==> src/rtl/spi_flash_line_reader.sv <==
// rtl/spi_flash_line_reader.sv - Quad-output SPI flash line-fill read engine (0x6B fast read)
module spi_flash_line_reader #(
  parameter int LINE_WORDS = 4,
  parameter int ADDR_W     = 24
) (
  input  logic              aclk,
  input  logic              aresetn,
  input  logic              req_valid,
  output logic              req_ready,
  input  logic [ADDR_W-1:0] req_addr,
  output logic              word_valid,
  output logic [31:0]       word_data,
  output logic              word_last,
  output logic              busy,
  output logic              spi_csb,
  output logic              spi_sck,
  output logic [3:0]        io_out,
  output logic [3:0]        io_oe,
  input  logic [3:0]        io_in
);

  localparam int DATA_BITS = 8 * LINE_WORDS;
  localparam int MAX_BITS  = (ADDR_W > DATA_BITS) ? ADDR_W : DATA_BITS;
  localparam int CNT_W     = $clog2(MAX_BITS + 1);
  localparam int ALIGN     = $clog2(LINE_WORDS * 4);
  localparam int SR_W      = 8 + ADDR_W;

  localparam logic [7:0]        CMD_FAST_READ_QUAD = 8'h6B;
  localparam logic [ADDR_W-1:0] ALIGN_MASK = ~ADDR_W'((1 << ALIGN) - 1);

  localparam logic [CNT_W-1:0] CMD_LAST   = CNT_W'(7);
  localparam logic [CNT_W-1:0] ADDR_LAST  = CNT_W'(ADDR_W - 1);
  localparam logic [CNT_W-1:0] DUMMY_LAST = CNT_W'(7);
  localparam logic [CNT_W-1:0] DATA_END   = CNT_W'(DATA_BITS);
  localparam logic [CNT_W-1:0] GAP_END    = CNT_W'(4);

  typedef enum logic [2:0] {
    S_IDLE,
    S_CMD,
    S_ADDR,
    S_DUMMY,
    S_DATA,
    S_GAP
  } state_t;

  state_t           state;
  logic [CNT_W-1:0] cnt;
  logic             half;
  logic [SR_W-1:0]  tx_sr;
  logic [31:0]      rx_sr;
  logic             word_pend;

  // Serial sequencer: half==0 marks the sck-falling (drive) edge, half==1 the sck-rising (sample) edge.
  always_ff @(posedge aclk or negedge aresetn) begin
    if (!aresetn) begin
      state      <= S_IDLE;
      cnt        <= '0;
      half       <= 1'b0;
      tx_sr      <= '0;
      rx_sr      <= '0;
      word_pend  <= 1'b0;
      req_ready  <= 1'b1;
      busy       <= 1'b0;
      word_valid <= 1'b0;
      word_data  <= '0;
      word_last  <= 1'b0;
      spi_csb    <= 1'b1;
      spi_sck    <= 1'b0;
      io_out     <= 4'b0000;
      io_oe      <= 4'b0000;
    end else begin
      word_valid <= 1'b0;
      word_last  <= 1'b0;
      case (state)
        S_IDLE: begin
          if (req_valid) begin
            state     <= S_CMD;
            req_ready <= 1'b0;
            busy      <= 1'b1;
            tx_sr     <= {CMD_FAST_READ_QUAD, req_addr & ALIGN_MASK};
            cnt       <= '0;
            half      <= 1'b0;
            word_pend <= 1'b0;
          end
        end
        S_GAP: begin
          // Deselect time: hold the bus quiet before accepting the next line.
          spi_csb <= 1'b1;
          spi_sck <= 1'b0;
          io_oe   <= 4'b0000;
          io_out  <= 4'b0000;
          if (cnt == GAP_END) begin
            state     <= S_IDLE;
            req_ready <= 1'b1;
            busy      <= 1'b0;
            cnt       <= '0;
          end else begin
            cnt <= cnt + CNT_W'(1);
          end
        end
        default: begin
          if (!half) begin
            // Drive edge: sck falls and the pins move to the current bit.
            half    <= 1'b1;
            spi_sck <= 1'b0;
            spi_csb <= 1'b0;
            case (state)
              S_CMD, S_ADDR: begin
                io_oe  <= 4'b0001;
                io_out <= {3'b000, tx_sr[SR_W-1]};
                tx_sr  <= {tx_sr[SR_W-2:0], 1'b0};
              end
              default: begin
                io_oe  <= 4'b0000;
                io_out <= 4'b0000;
              end
            endcase
            if (word_pend) begin
              word_valid <= 1'b1;
              word_data  <= {rx_sr[7:0], rx_sr[15:8], rx_sr[23:16], rx_sr[31:24]};
              word_last  <= (cnt == DATA_END);
              word_pend  <= 1'b0;
            end
            // The final word leaves on this edge; csb rises one edge later in GAP.
            if (state == S_DATA && cnt == DATA_END) begin
              state <= S_GAP;
              cnt   <= '0;
              half  <= 1'b0;
            end
          end else begin
            // Sample edge: sck rises, io_in is captured, and bit counting advances.
            half    <= 1'b0;
            spi_sck <= 1'b1;
            case (state)
              S_CMD: begin
                if (cnt == CMD_LAST) begin
                  state <= S_ADDR;
                  cnt   <= '0;
                end else begin
                  cnt <= cnt + CNT_W'(1);
                end
              end
              S_ADDR: begin
                if (cnt == ADDR_LAST) begin
                  state <= S_DUMMY;
                  cnt   <= '0;
                end else begin
                  cnt <= cnt + CNT_W'(1);
                end
              end
              S_DUMMY: begin
                if (cnt == DUMMY_LAST) begin
                  state <= S_DATA;
                  cnt   <= '0;
                end else begin
                  cnt <= cnt + CNT_W'(1);
                end
              end
              S_DATA: begin
                // Bytes accumulate big-endian; the byte swap happens when the word is emitted.
                rx_sr <= {rx_sr[27:0], io_in};
                cnt   <= cnt + CNT_W'(1);
                if (cnt[2:0] == 3'b111) begin
                  word_pend <= 1'b1;
                end
              end
              default: begin
              end
            endcase
          end
        end
      endcase
    end
  end

endmodule

==> config.mk <==
export PLATFORM = sky130hd
export DESIGN_NAME = spi_flash_line_reader
export DESIGN_NICKNAME = d
export VERILOG_FILES = /design/src/rtl/spi_flash_line_reader.sv
export SDC_FILE = /design/constraint.sdc
export NUM_CORES = 1
export LEC_CHECK = 0
export BUFFER_PORTS_ARGS = -buffer_cell sky130_fd_sc_hd__buf_2
export CAP_MARGIN = 20
export CORE_MARGIN = 3
export CORE_UTILIZATION = 51
export DETAILED_ROUTE_END_ITERATION = 6
export PLACE_DENSITY_LB_ADDON = 0.05
export SLEW_MARGIN = 20
export SYNTH_ARGS = -nofsm -noshare
export SYNTH_HDL_FRONTEND = slang
export SYNTH_SLANG_ARGS = --single-unit
export TNS_END_PERCENT = 20
==> constraint.sdc <==
create_clock -name aclk -period 4.2 [get_ports aclk]
set_clock_uncertainty 0.05 [all_clocks]
set_input_delay 0.63 -clock aclk [delete_from_list [all_inputs] [get_ports aclk]]
set_output_delay 0.63 -clock aclk [all_outputs]
set_load 0.02 [all_outputs]
==> impl_metrics.toml <==
[timing]
slew_violations = 0
worst_slew_pin_slew_ps = 984
tns_ps = 0
setup_viol = 0
max_freq_mhz = 396
maxSlewHeadroom = 0.343
final_hold_viol_count = 0
post-route-period-util = 0.602
rsz0062_at_grt = "no"
fin_crit_ps = 2530
layout_setup_ws_ps = 1670

[setup_path]
startpoint_type = "flip-flop"
ff2ff_setup_slack_ps = 1670
r2r_cells = 6
end_kind = "flip-flop"
path_class = "flip-flop to flip-flop"
rr_startpoint = "state[0]$_DFFE_PN0P_"
cp_max_fo = 34
worstSetupEndpoint = "word_data[18]$_DFFE_PN0P_"
r2r_end = "word_data[18]$_DFFE_PN0P_"
cp.required_ps = 4470
crit_start = "state[0]$_DFFE_PN0P_"
worstPathArrival_ps = 2800

[detailed_routing]
drt_iter0_drc = 185
drt-wirelength-per-cell_um = 13.9
routed_wl_mm = 8.93
firstDrtPassIters = 4
drc_errors = 0
routed_via_density = 5.28
via_count = 3391
ant_nets = 0

[power]
pwr-share-clk = 0.199
p_int_mw = 2.11
pwr-share-seq = 0.466
total_power_mw = 3.35
p_leak_nw = 2.79
p_comb_frac = 0.335
p_sw_frac = 0.371
switchingPower_mw = 1.25
peakVddDrop_uv = 486
power-per-cell-area_nw_per_um2 = 628

[logic_synthesis]
async_reset_ff_frac = 1.00
syn-cell-area_um2 = 4710
syn_area_per_cell_um2 = 10.0
yosysUniqueCellTypes = 43
synthCells = 471
synth_flop_cell = "dfrtp_1"
synth_warnings = 0
synth-seq-cells = 111
synth_edf_count = 0
seq_area_frac_synth = 0.590

[cts]
post-cts-setup-buffers = 0
cts_tree = "done"
htree_num_levels = 3
cts_root_buffer = "clkbuf_8"
clk_path_buf_depth = 2
numCtsBuffers = 9
cts_sinks = 111
clk_pin_slew_ps = 110
cts_resized = 0
clock_latency_ps = 370
holdBufCountCts = 0

[floorplanning]
start_util = 0.533
ios = 77
dieWidth_um = 102
fp.coreArea_um2 = 8850
dieHeight_um = 102
fp-row-count = 34
die-area_um2 = 10400

[layout]
nets = 563
finalInstanceArea_um2 = 5340
diodes = 0
instances_no_fill = 642
drive_gt1_frac = 0.240
area_delta_synth_final_pct = 13.3
n_fill_cell = 776

[global_routing]
grt_max_degree = 56
antenna_found_initial = 0
grt_pass1_wl_mm = 15.3
grt_use_total = 0.184
grt_pass1_vias = 3247
overflow = 0

[job]
maxCapViolations = 0

[placement]
preCtsSetupSlack_ps = 1650
gp_congestion = 0.813
placed_area_um2 = 5100
dp_cells = 625
dp_hpwl_mm = 5.90
io_buffers = 66

[min_path]
min_path_type = "primary input to async pin"

[run_status]
status = "finished, final reports clean"
==> stage by stage <==
stage	hold slack, ps	utilization
3_3_place_gp	402	0.576
6_report	216	0.604
5_1_grt	250	0.604
3_5_place_dp	407	0.576
4_1_cts	242	0.600
2_1_floorplan	284	-
==> worst min-delay path by stage <==
stage          slack [ps]  depth (start not counted)                        end
2_1_floorplan         280                          0           busy$_DFFE_PN0P_
3_3_place_gp          400                          2  word_data[23]$_DFFE_PN0P_
3_5_place_dp          410                          2   word_data[3]$_DFFE_PN0P_
4_1_cts               240                          1  word_data[27]$_DFFE_PN0P_
5_1_grt               250                          1  word_data[27]$_DFFE_PN0P_
6_report              220                          1  word_data[22]$_DFFE_PN0P_
==> flip-flops by register name, indices dropped and copies added, names as in the netlist <==
register,cells
state,3
req_ready,1
word_data,32
io_out,1
word_last,1
io_oe,1
busy,1
cnt,6
tx_sr,28
half,1
rx_sr,32
spi_csb,1
spi_sck,1
word_valid,1
word_pend,1
==> cells by family after synthesis <==
group / synth area share
simple gates: 0.192
flops: 0.590
compound gates: 0.0865
buf+inv: 0.0403
mux: 0.0810
fa+ha+maj: 0.00796
other cells: 0.000796
xor+xnor: 0.00186
==> critical path: stages (launching register included) <==
cell and delay, ps:
dfrtp_1 650, nor2b_2 390, o311ai_4 120, buf_4 270, inv_1 760, nand2_1 140, nand2_1 90
==> layer usage <==
| metal | up-vias | GRT usage | wire length, µm |
|---|---|---|---|
| li1 | 1665 | - | - |
| met2 | 71 | 0.288 | 4350 |
| met4 | 0 | 0.0727 | 141 |
| met5 | - | 0 | 0 |
| met1 | 1640 | 0.260 | 4090 |
| met3 | 15 | 0.0294 | 338 |
==> layout make-up <==
type / instances / area (µm²) / share of cell area
Tap cell: 108 / 135 / 0.0253
Sequential cell: 111 / 2780 / 0.521
Clock inverter: 6 / 75.1 / 0.0141
Multi-Input combinational cell: 326 / 1780 / 0.334
Inverter: 10 / 37.5 / 0.00703
Timing Repair Buffer: 71 / 390 / 0.0731
Clock buffer: 10 / 138 / 0.0258
==> Yosys cell counts (2+ instances only) <==
| cell type | instances | area, µm² |
|---|---|---|
| nand2b_1 | 3 | 18.8 |
| nor2b_1 | 6 | 37.5 |
| dfrtp_1 | 109 | 2730 |
| inv_1 | 10 | 37.5 |
| buf_2 | 11 | 55.1 |
| mux2_2 | 33 | 372 |
| o22ai_1 | 2 | 12.5 |
| a21oi_1 | 11 | 55.1 |
| o21ai_0 | 14 | 70.1 |
| buf_4 | 6 | 45.0 |
| a31oi_1 | 21 | 131 |
| dfstp_2 | 2 | 52.6 |
| clkbuf_1 | 11 | 41.3 |
| nand3_1 | 8 | 40.0 |
| nor3_1 | 3 | 15.0 |
| nand2_1 | 150 | 563 |
| o21bai_1 | 3 | 22.5 |
| nor2_1 | 38 | 143 |
| a22o_1 | 3 | 26.3 |
| ha_1 | 3 | 37.5 |
| and2_1 | 2 | 12.5 |
==> power groups by stage <==
stage / Clock [mW] / Combinational (mW) / Sequential [mW]
2_1_floorplan: 0 / 0.910 / 1.51
4_1_cts: 0.691 / 1.09 / 1.56
5_1_grt: 0.733 / 1.28 / 1.60
3_5_place_dp: 0 / 1.09 / 1.58
6_report: 0.667 / 1.12 / 1.56
3_3_place_gp: 0 / 1.05 / 1.57
==> cells in the final DEF (no fill, tap or decap), types with 5 or more instances in the layout <==
cell type,n
nand3_1,8
nor2_1,37
a31oi_1,21
buf_4,5
conb_1,6
inv_1,10
clkbuf_8,10
nor2b_1,6
buf_2,65
dfrtp_1,109
mux2_2,33
nand2_1,150
o21ai_0,14
a21oi_1,11
Power figures use the tool's default switching activity.
